==> src/rtl/pwm_duty_ramp.sv <==
// -----------------------------------------------------------------------------
// pwm_duty_ramp
//
// Soft-start / soft-stop sequencer for the duty-percent input of a downstream
// PWM generator. The block synchronizes its pad inputs and moves the duty one
// percent at a time toward the requested target. Each step waits 2^rate PWM
// periods. Every duty change, except an emergency kill, lands on a period
// boundary.
//
// Ports:
//   clk          system clock
//   rst_n        asynchronous active-low reset
//   target[6:0]  requested duty in percent (async); values above 100 clamp to 100
//   rate[R-1:0]  step interval selector, one step every 2^rate periods (async)
//   enable       0 forces the effective target to 0, a soft stop (async)
//   kill         emergency stop that forces dc to 0 on every edge (async)
//   dc[6:0]      current duty percent, 0..100 (registered)
//   period_start one-cycle pulse in the first cycle of each period (registered)
//   busy         high while ramping up or down (registered)
//   at_target    dc equals the effective target (registered with dc)
//   dbg_state    current sequencer state, for observation only
//
// Handshake: none. The inputs are level signals that the block samples through
// 2-flop synchronizers. The outputs are plain registered levels or pulses.
// -----------------------------------------------------------------------------
module pwm_duty_ramp #(
   parameter int PERIOD_BITS = 8,
   parameter int RATE_BITS   = 3
) (
   input  logic                 clk,
   input  logic                 rst_n,
   input  logic [6:0]           target,
   input  logic [RATE_BITS-1:0] rate,
   input  logic                 enable,
   input  logic                 kill,
   output logic [6:0]           dc,
   output logic                 period_start,
   output logic                 busy,
   output logic                 at_target,
   output logic [1:0]           dbg_state
);

   // The step counter must hold up to 2^(2^RATE_BITS - 1) - 1.
   localparam int STEP_W = (1 << RATE_BITS) - 1;
   localparam logic [STEP_W-1:0] STEP_ONE = {{(STEP_W-1){1'b0}}, 1'b1};

   typedef enum logic [1:0] {
      ST_IDLE = 2'd0,
      ST_UP   = 2'd1,
      ST_DOWN = 2'd2
   } state_t;

   // Synchronizer stages: _m is the metastable stage, _s is the stable stage.
   logic [6:0]           r_target_m, r_target_s;
   logic [RATE_BITS-1:0] r_rate_m,   r_rate_s;
   logic                 r_enable_m, r_enable_s;
   logic                 r_kill_m,   r_kill_s;

   logic [PERIOD_BITS-1:0] r_cnt;
   logic [STEP_W-1:0]      r_step;
   logic [6:0]             r_dc;
   state_t                 r_state;
   logic                   r_period_start;
   logic                   r_busy;
   logic                   r_at_target;

   logic [6:0]        w_tgt_clamp;
   logic [6:0]        w_eff;
   logic              w_tick;
   logic [STEP_W-1:0] w_thr;
   logic              w_step_hit;
   state_t            w_state_nxt;
   logic [6:0]        w_dc_nxt;
   logic [STEP_W-1:0] w_step_nxt;

   // ---------------------------------------------------------------------------
   // Input synchronizers
   // ---------------------------------------------------------------------------
   always_ff @(posedge clk or negedge rst_n) begin
      if (!rst_n) begin
         r_target_m <= '0;
         r_target_s <= '0;
         r_rate_m   <= '0;
         r_rate_s   <= '0;
         r_enable_m <= 1'b0;
         r_enable_s <= 1'b0;
         r_kill_m   <= 1'b0;
         r_kill_s   <= 1'b0;
      end else begin
         r_target_m <= target;
         r_target_s <= r_target_m;
         r_rate_m   <= rate;
         r_rate_s   <= r_rate_m;
         r_enable_m <= enable;
         r_enable_s <= r_enable_m;
         r_kill_m   <= kill;
         r_kill_s   <= r_kill_m;
      end
   end

   // ---------------------------------------------------------------------------
   // Free-running period counter; the tick is the edge that wraps max -> 0
   // ---------------------------------------------------------------------------
   always_ff @(posedge clk or negedge rst_n) begin
      if (!rst_n) begin
         r_cnt <= '0;
      end else begin
         r_cnt <= r_cnt + {{(PERIOD_BITS-1){1'b0}}, 1'b1};
      end
   end

   assign w_tick      = (r_cnt == {PERIOD_BITS{1'b1}});
   assign w_tgt_clamp = (r_target_s > 7'd100) ? 7'd100 : r_target_s;
   assign w_eff       = r_enable_s ? w_tgt_clamp : 7'd0;

   // For the largest rate, the shift wraps to 0 and the subtraction gives
   // all-ones, which equals 2^rate - 1.
   assign w_thr = (STEP_ONE << r_rate_s) - STEP_ONE;

   // Use >= so that a lowered rate fires at once when the counter has already
   // passed the new threshold.
   assign w_step_hit = (r_step >= w_thr);

   // ---------------------------------------------------------------------------
   // Sequencer: next-state and next-duty logic
   // ---------------------------------------------------------------------------
   always_comb begin
      w_state_nxt = r_state;
      w_dc_nxt    = r_dc;
      w_step_nxt  = r_step;
      if (r_kill_s) begin
         // kill overrides everything on every edge, including a tick.
         w_state_nxt = ST_IDLE;
         w_dc_nxt    = 7'd0;
         w_step_nxt  = '0;
      end else if (w_tick) begin
         case (r_state)
            ST_IDLE: begin
               w_step_nxt = '0;
               if (w_eff > r_dc) begin
                  w_state_nxt = ST_UP;
               end else if (w_eff < r_dc) begin
                  w_state_nxt = ST_DOWN;
               end
            end
            ST_UP: begin
               if (w_eff < r_dc) begin
                  // A reversal holds dc for this tick.
                  w_state_nxt = ST_DOWN;
                  w_step_nxt  = '0;
               end else if (w_eff == r_dc) begin
                  w_state_nxt = ST_IDLE;
               end else if (w_step_hit) begin
                  w_dc_nxt   = r_dc + 7'd1;
                  w_step_nxt = '0;
                  if ((r_dc + 7'd1) == w_eff) begin
                     w_state_nxt = ST_IDLE;
                  end
               end else begin
                  w_step_nxt = r_step + STEP_ONE;
               end
            end
            ST_DOWN: begin
               if (w_eff > r_dc) begin
                  w_state_nxt = ST_UP;
                  w_step_nxt  = '0;
               end else if (w_eff == r_dc) begin
                  w_state_nxt = ST_IDLE;
               end else if (w_step_hit) begin
                  w_dc_nxt   = r_dc - 7'd1;
                  w_step_nxt = '0;
                  if ((r_dc - 7'd1) == w_eff) begin
                     w_state_nxt = ST_IDLE;
                  end
               end else begin
                  w_step_nxt = r_step + STEP_ONE;
               end
            end
            default: begin
               w_state_nxt = ST_IDLE;
               w_step_nxt  = '0;
            end
         endcase
      end
   end

   // ---------------------------------------------------------------------------
   // State and output registers
   // ---------------------------------------------------------------------------
   always_ff @(posedge clk or negedge rst_n) begin
      if (!rst_n) begin
         r_state        <= ST_IDLE;
         r_dc           <= 7'd0;
         r_step         <= '0;
         r_period_start <= 1'b0;
         r_busy         <= 1'b0;
         r_at_target    <= 1'b1;
      end else begin
         r_state        <= w_state_nxt;
         r_dc           <= w_dc_nxt;
         r_step         <= w_step_nxt;
         r_period_start <= w_tick;
         r_busy         <= (w_state_nxt != ST_IDLE);
         r_at_target    <= (w_dc_nxt == w_eff);
      end
   end

   assign dc           = r_dc;
   assign period_start = r_period_start;
   assign busy         = r_busy;
   assign at_target    = r_at_target;
   assign dbg_state    = r_state;

endmodule

==> config.mk <==
export PLATFORM = sky130hd
export DESIGN_NAME = pwm_duty_ramp
export DESIGN_NICKNAME = d
export VERILOG_FILES = /design/src/rtl/pwm_duty_ramp.sv
export SDC_FILE = /design/constraint.sdc
export NUM_CORES = 1
export LEC_CHECK = 0
export CORE_ASPECT_RATIO = 1.5
export CORE_MARGIN = 8
export CORE_UTILIZATION = 58
export DETAILED_ROUTE_END_ITERATION = 8
export PLACE_DENSITY = 0.86
export SKIP_CTS_REPAIR_TIMING = 1
export SLEW_MARGIN = 10
export SYNTH_ARGS = -nofsm -noshare
export SYNTH_HDL_FRONTEND = slang
export SYNTH_SLANG_ARGS = --single-unit
==> constraint.sdc <==
create_clock -name clk -period 4.65 [get_ports clk]
set_input_delay 0.93 -clock clk [delete_from_list [all_inputs] [get_ports clk]]
set_output_delay 0.93 -clock clk [all_outputs]
set_load 0.1 [all_outputs]
==> metrics, run 1 <==
r2r setup slk=1.07 ns; gpl congestion=1.08; top-count cell post-synth=dfrtp_1; Ys Warns=0; Area growth syn-to-layout=12.0%; maxcap violations=0; Tot Pwr=0.825 mW; Avg Inst Size Synth=9.84 um2; Core Region=5120 um2; count of final hold-check violations=0; gr usage total=19.8%; die width=75.5 um; synthesized cell area=3080 um2; Yosys top cell by area=dfrtp_1; Critical Path RT=4.85 ns; fin crit period=3.58 ns; initial antenna violation count=0; Port Buffers=25; via total after detailed routing=2491; count of pins over their slew limit=0; gr ovfl total=0; Netlist cell types=64; Placed Area=3350 um2; Num CTS Buffers=5; min-delay worst type=reg -> reg; RSZ-0062 raised after global routing=no; number of global-route vias before repair=2461; Synth Flop Type=dfrtp_1; top cells by area, synth=dfrtp_1, ha_1, xnor2_1, xor2_1, nand3_1; First DRT Iteration DRCs=121; r2r endpoint=r_step[0]; Synth async-reset ratio=100%; actual slew at the worst max-slew pin=1.00 ns; largest net degree at the start of global routing=52; # setup viols final=0; Slew Limit Headroom=33.0%; Reg clk slew, reported paths=0.11 ns; final cycle utilization of the critical path=76.9%; Layout Cells excl Fill=402; drt pass-1 iters=5; share of cells above drive strength 1=7.78%; maximum VDD drop=0.185 mV; WHS Endpoint=r_target_s[0]; fin nets=365; commonest cells in the netlist=dfrtp_1, nor2_1, nand2_1, nand3_1, xnor2_1; first-pass GRT wire length=12100 um; post-route ant nets=0; reg2reg start=r_enable_s; Post-synth EDFFs=0; clock tree from TritonCTS=done; sequential share of the synthesized area=41.5%; CTS Root Buffer Type=clkbuf_8; CP Capture Type=flop; clock buffer depth=2; CP Max Fanout=16; Die Ht=105 um; syn nets=345; PwrDens=239 nW/um2; max frequency=280 MHz; crit start category=flop; Hold WS=0.342 ns; Layout Skew=0.0145 ns; r2r worst-path depth=12; Synth Instances=313; starting density of the core=60.1%; #FFs+latches synth=51; CP arrival=3.78 ns; drt drc=0; Hold Crit Start=r_target_m[0]; H-Tree Level Count=2; placed insts=394; static leakage=1.47 nW; Setup TNS=0 ns; vias per std cell=6.20; outcome=finished clean; Fillers=460; Worst-Skew Late Latency=0.32 ns; ant diodes=0; hold path cells=0; num ports=26; Non-Filler Cell Area, Final=3450 um2; DR WL/cell=18.4 um; Crit Path Category=reg -> reg; Synth top area share=40.6%; Clock Sinks=51; row count=32; Final HPWL DP=5540 um; Total Routed Length=7400 um; die area=7940 um2
## final cells by class
| class | count | area [um2] | share of cell area, % |
|---|---|---|---|
| inverters | 17 | 63.8 | 1.85 |
| clock buffers | 5 | 68.8 | 2.00 |
| clock inverters | 3 | 27.5 | 0.798 |
| multi-input cells | 231 | 1670 | 48.3 |
| well taps | 68 | 85.1 | 2.47 |
| flip-flops and latches | 51 | 1280 | 37.0 |
| repair buffers | 27 | 260 | 7.55 |
## layer usage
layer / share of wire (%) / vias up / routed length (um) / track usage (%)
li1: - / 1171 / - / -
met3: 4.4 / 29 / 326 / 2.94
met4: 5.1 / 0 / 376 / 12.4
met5: 0 / - / 0 / 0
met1: 40 / 1213 / 2930 / 22.5
met2: 51 / 78 / 3770 / 33.0
## cells by family (layout without fill, tap and decap cells)
logic type,after synthesis,in the layout,synth area share [%]
simple gates,106,106,17.9
compound gates,70,70,17.2
flops,51,51,41.5
xor+xnor,34,34,10.6
buf+inv,31,52,4.43
fa+ha+maj,19,19,7.68
mux,2,2,0.691
## through the flow
step / utilization (%) / worst slack, ns
floorplan: - / 0.760
global placement: 65.4 / 1.25
detailed placement: 65.4 / 1.14
CTS: 67.3 / 1.10
global route: 67.3 / 0.819
finish: 67.3 / 1.07
## power breakdown
part / internal (mW) / total, mW / switching [mW]
sequential: 0.455 / 0.465 / 0.0105
combinational: 0.0336 / 0.0866 / 0.0530
clock: 0.111 / 0.273 / 0.162
total: 0.599 / 0.825 / 0.226
## state kept, by name, indices dropped and copies added, names as in the netlist
name / cells
r_cnt: 8
dc: 7
r_step: 7
r_target_m: 7
r_target_s: 7
r_rate_m: 3
r_rate_s: 3
dbg_state: 2
at_target: 1
busy: 1
period_start: 1
r_enable_m: 1
r_enable_s: 1
r_kill_m: 1
r_kill_s: 1
## cell usage in the layout, fill, tap and decap left out, types with 3 or more instances in the layout
| cell type | synthesis | layout |
|---|---|---|
| clkdlybuf4s50_1 | 0 | 24 |
| a31oi_1 | 3 | 3 |
| nand4_1 | 5 | 5 |
| nand2_1 | 19 | 19 |
| a21oi_1 | 13 | 13 |
| clkbuf_8 | 0 | 5 |
| ha_1 | 18 | 18 |
| nor2_1 | 23 | 23 |
| nand2b_1 | 8 | 8 |
| o21ai_0 | 12 | 12 |
| and2_1 | 5 | 5 |
| inv_1 | 17 | 17 |
| o32ai_1 | 5 | 5 |
| dfrtp_1 | 50 | 50 |
| xnor2_1 | 19 | 19 |
| and3_1 | 5 | 5 |
| a41oi_1 | 3 | 3 |
| nor3_1 | 6 | 6 |
| o31ai_1 | 4 | 4 |
| nand3_1 | 19 | 19 |
| xor2_1 | 12 | 12 |
## worst max path at each step
stage | start | to | slack [ns] | depth (start not counted)
finish | r_enable_s | r_step[0] | 1.07 | 12
global route | r_enable_s | r_step[0] | 0.82 | 10
CTS | r_enable_s | r_step[0] | 1.10 | 12
detailed placement | r_enable_s | r_step[0] | 1.14 | 12
global placement | r_enable_s | at_target | 1.25 | 14
floorplan | dc[3] | r_step[0] | 0.76 | 13
## worst max-delay path: stages (launching register included)
cell,delay (ns)
dfrtp_1,0.47
a21boi_2,0.23
and2_1,0.22
ha_1,0.21
nand2b_1,0.16
nand3_1,0.09
a31oi_1,0.08
a221oi_1,0.33
buf_4,0.27
a21boi_0,0.14
o211ai_1,0.74
o22ai_1,0.17
mux2_2,0.31
(Power assumes the default switching activity.)
==> run 2: changes to the inputs <==
Clock period 4.65 ns to 3.5 ns, I/O delays scaled along.
==> run 2 against run 1 <==
Net effect:
- non-clock buffer count grew 10
- count of clock-buffer cells in the layout unchanged
- maximum frequency is 7.6% higher
- die area unchanged
- sequential power increased by 33%
- critical path type unchanged
- highest routed layer unchanged
==> metrics, run 2 (synthesis results as in run 1) <==
drt drc=0 (unchanged); static leakage=1.55 nW (+5.2%); r2r worst-path depth=11 (-1); Non-Filler Cell Area, Final=3530 um2 (+2.3%); Reg clk slew, reported paths=0.11 ns (about the same); commonest cells after routing, fill and taps aside=dfrtp_1, nor2_1, buf_4; outcome=finished clean; max reg flops=8 (unchanged); starting density of the core=60.1% (unchanged); Area growth syn-to-layout=14.5%; gr ovfl total=0 (unchanged); most common cell after layout, fill and taps aside=dfrtp_1; count of final hold-check violations=0 (unchanged); CTS Root Buffer Type=clkbuf_8; CP Capture Type=flop; Critical Path RT=3.69 ns (-1.16 ns); die area=7940 um2 (unchanged); Crit path top cell by count=o31ai_1; row count=32 (unchanged); # setup viols final=0 (unchanged); largest register by flop count=r_cnt; Hold Crit Start=r_target_m[3]; maximum VDD drop=0.391 mV (+110%); post-route ant nets=0 (unchanged); Core Region=5120 um2 (unchanged); CP Max Fanout=7 (-9); Clock Sinks=51 (unchanged); actual slew at the worst max-slew pin=0.979 ns (-0.0238 ns); Total Routed Length=7550 um (+2.0%); Slew Limit Headroom=34.5% (+1.6 points); reg2reg start=dc[0]; crit start category=flop; largest net degree at the start of global routing=52 (unchanged); share of cells above drive strength 1=14.0% (+6.2 points); ant diodes=0 (unchanged); Layout Skew=0.0173 ns (+0.00277 ns); clock buffer depth=2 (unchanged); DR WL/cell=18.3 um (-0.46%); number of global-route vias before repair=2507 (+1.9%); First DRT Iteration DRCs=203 (+68%); via total after detailed routing=2563 (+2.9%); Layout Cells excl Fill=412 (+2.5%); Worst-Skew Late Latency=0.32 ns (about the same); Crit-path slowest cell=dfrtp_1; Max stage delay on crit path=0.54 ns (-0.20 ns); Setup TNS=0 ns (unchanged); drt pass-1 iters=4 (-1); Crit Path Category=reg -> reg; r2r setup slk=0.18 ns (-0.90 ns); min-delay worst type=reg -> reg; placed insts=404 (+2.5%); Fillers=417 (-9.3%); die width=75.5 um (unchanged); Placed Area=3420 um2 (+2.1%); gpl congestion=0.983 (-9.2%); Num CTS Buffers=5 (unchanged); count of pins over their slew limit=0 (unchanged); RSZ-0062 raised after global routing=no; first-pass GRT wire length=12200 um (+0.74%); max frequency=301 MHz (+7.6%); gr usage total=19.8% (+0.027 points); maxcap violations=0 (unchanged); clock tree from TritonCTS=done; final cycle utilization of the critical path=94.9% (+18 points); r2r endpoint=busy; hold path cells=0 (unchanged); vias per std cell=6.22 (+0.39%); WHS Endpoint=r_target_s[3]; PwrDens=313 nW/um2 (+31%); num ports=26 (unchanged); Die Ht=105 um (unchanged); Critical Path, Cell by Cell=ha_1 -> nand3_1 -> xnor2_1 -> or3b_2 -> o31ai_1 -> a41oi_1 -> o31ai_1 -> nor2_1 -> o311ai_0 -> a21oi_1 -> or2_2; fin crit period=3.32 ns (-0.253 ns); Port Buffers=25 (unchanged); initial antenna violation count=0 (unchanged); Final HPWL DP=5700 um (+2.9%); CP arrival=3.52 ns (-0.26 ns); fin nets=375 (+2.7%); H-Tree Level Count=2 (unchanged)
run 2: how the worst max path moves through the flow:
stage                        startpoint   endpoint  slack, ns  cells past startpoint
after floorplan                   dc[3]  r_step[0]       0.02                     13
after global placement    r_target_s[4]  at_target       0.29                     12
after detailed placement    r_rate_s[2]  at_target       0.25                     12
after CTS                         dc[0]       busy       0.20                     11
after global routing      r_target_s[5]  at_target      0.006                     14
final                             dc[0]       busy       0.18                     11
run 2: critical path, delay by kind of cell, from the launching register on:
kind	cells	cell delay (ns)
adders and majority gates	1	0.33
AOI/OAI and AO/OA	5	1.18
and+or+nand+nor	4	0.99
xor gates and xnor gates	1	0.17
DFF	1	0.54
run 2: per-stage QoR:
step / power, mW / worst slack, ns / hold slack (ns) / util [%]
6_report: 1.11 / 0.177 / 0.351 / 68.8
5_1_grt: 1.14 / 0.00597 / 0.356 / 68.8
4_1_cts: 1.11 / 0.201 / 0.357 / 68.6
3_5_place_dp: 0.752 / 0.245 / 0.335 / 66.8
3_3_place_gp: 0.748 / 0.287 / 0.332 / 66.8
2_1_floorplan: 0.699 / 0.0162 / 0.331 / -
run 2: cell type report:
class                      instances  area, um2  area share [%]
inverter                          17       63.8            1.81
clock inverter                     3       23.8           0.674
clock buffer                       5       68.8            1.95
tap                               68       85.1            2.41
multi-input combinational        231       1680            47.7
timing repair buffer              37        325            9.22
sequential                        51       1280            36.3
run 2: per-layer routing:
layer | global-route usage [%] | wire [um]
met5 | 0 | 0
met4 | 12.2 | 405
met3 | 3.42 | 394
met2 | 33.3 | 3900
met1 | 22.2 | 2850
run 2: report_power, final:
part / internal (mW) / leakage, nW / switching, mW / total, mW
Combinational: 0.0527 / 0.864 / 0.0726 / 0.125
Sequential: 0.604 / 0.637 / 0.0140 / 0.618
Clock: 0.145 / 0.0461 / 0.217 / 0.362
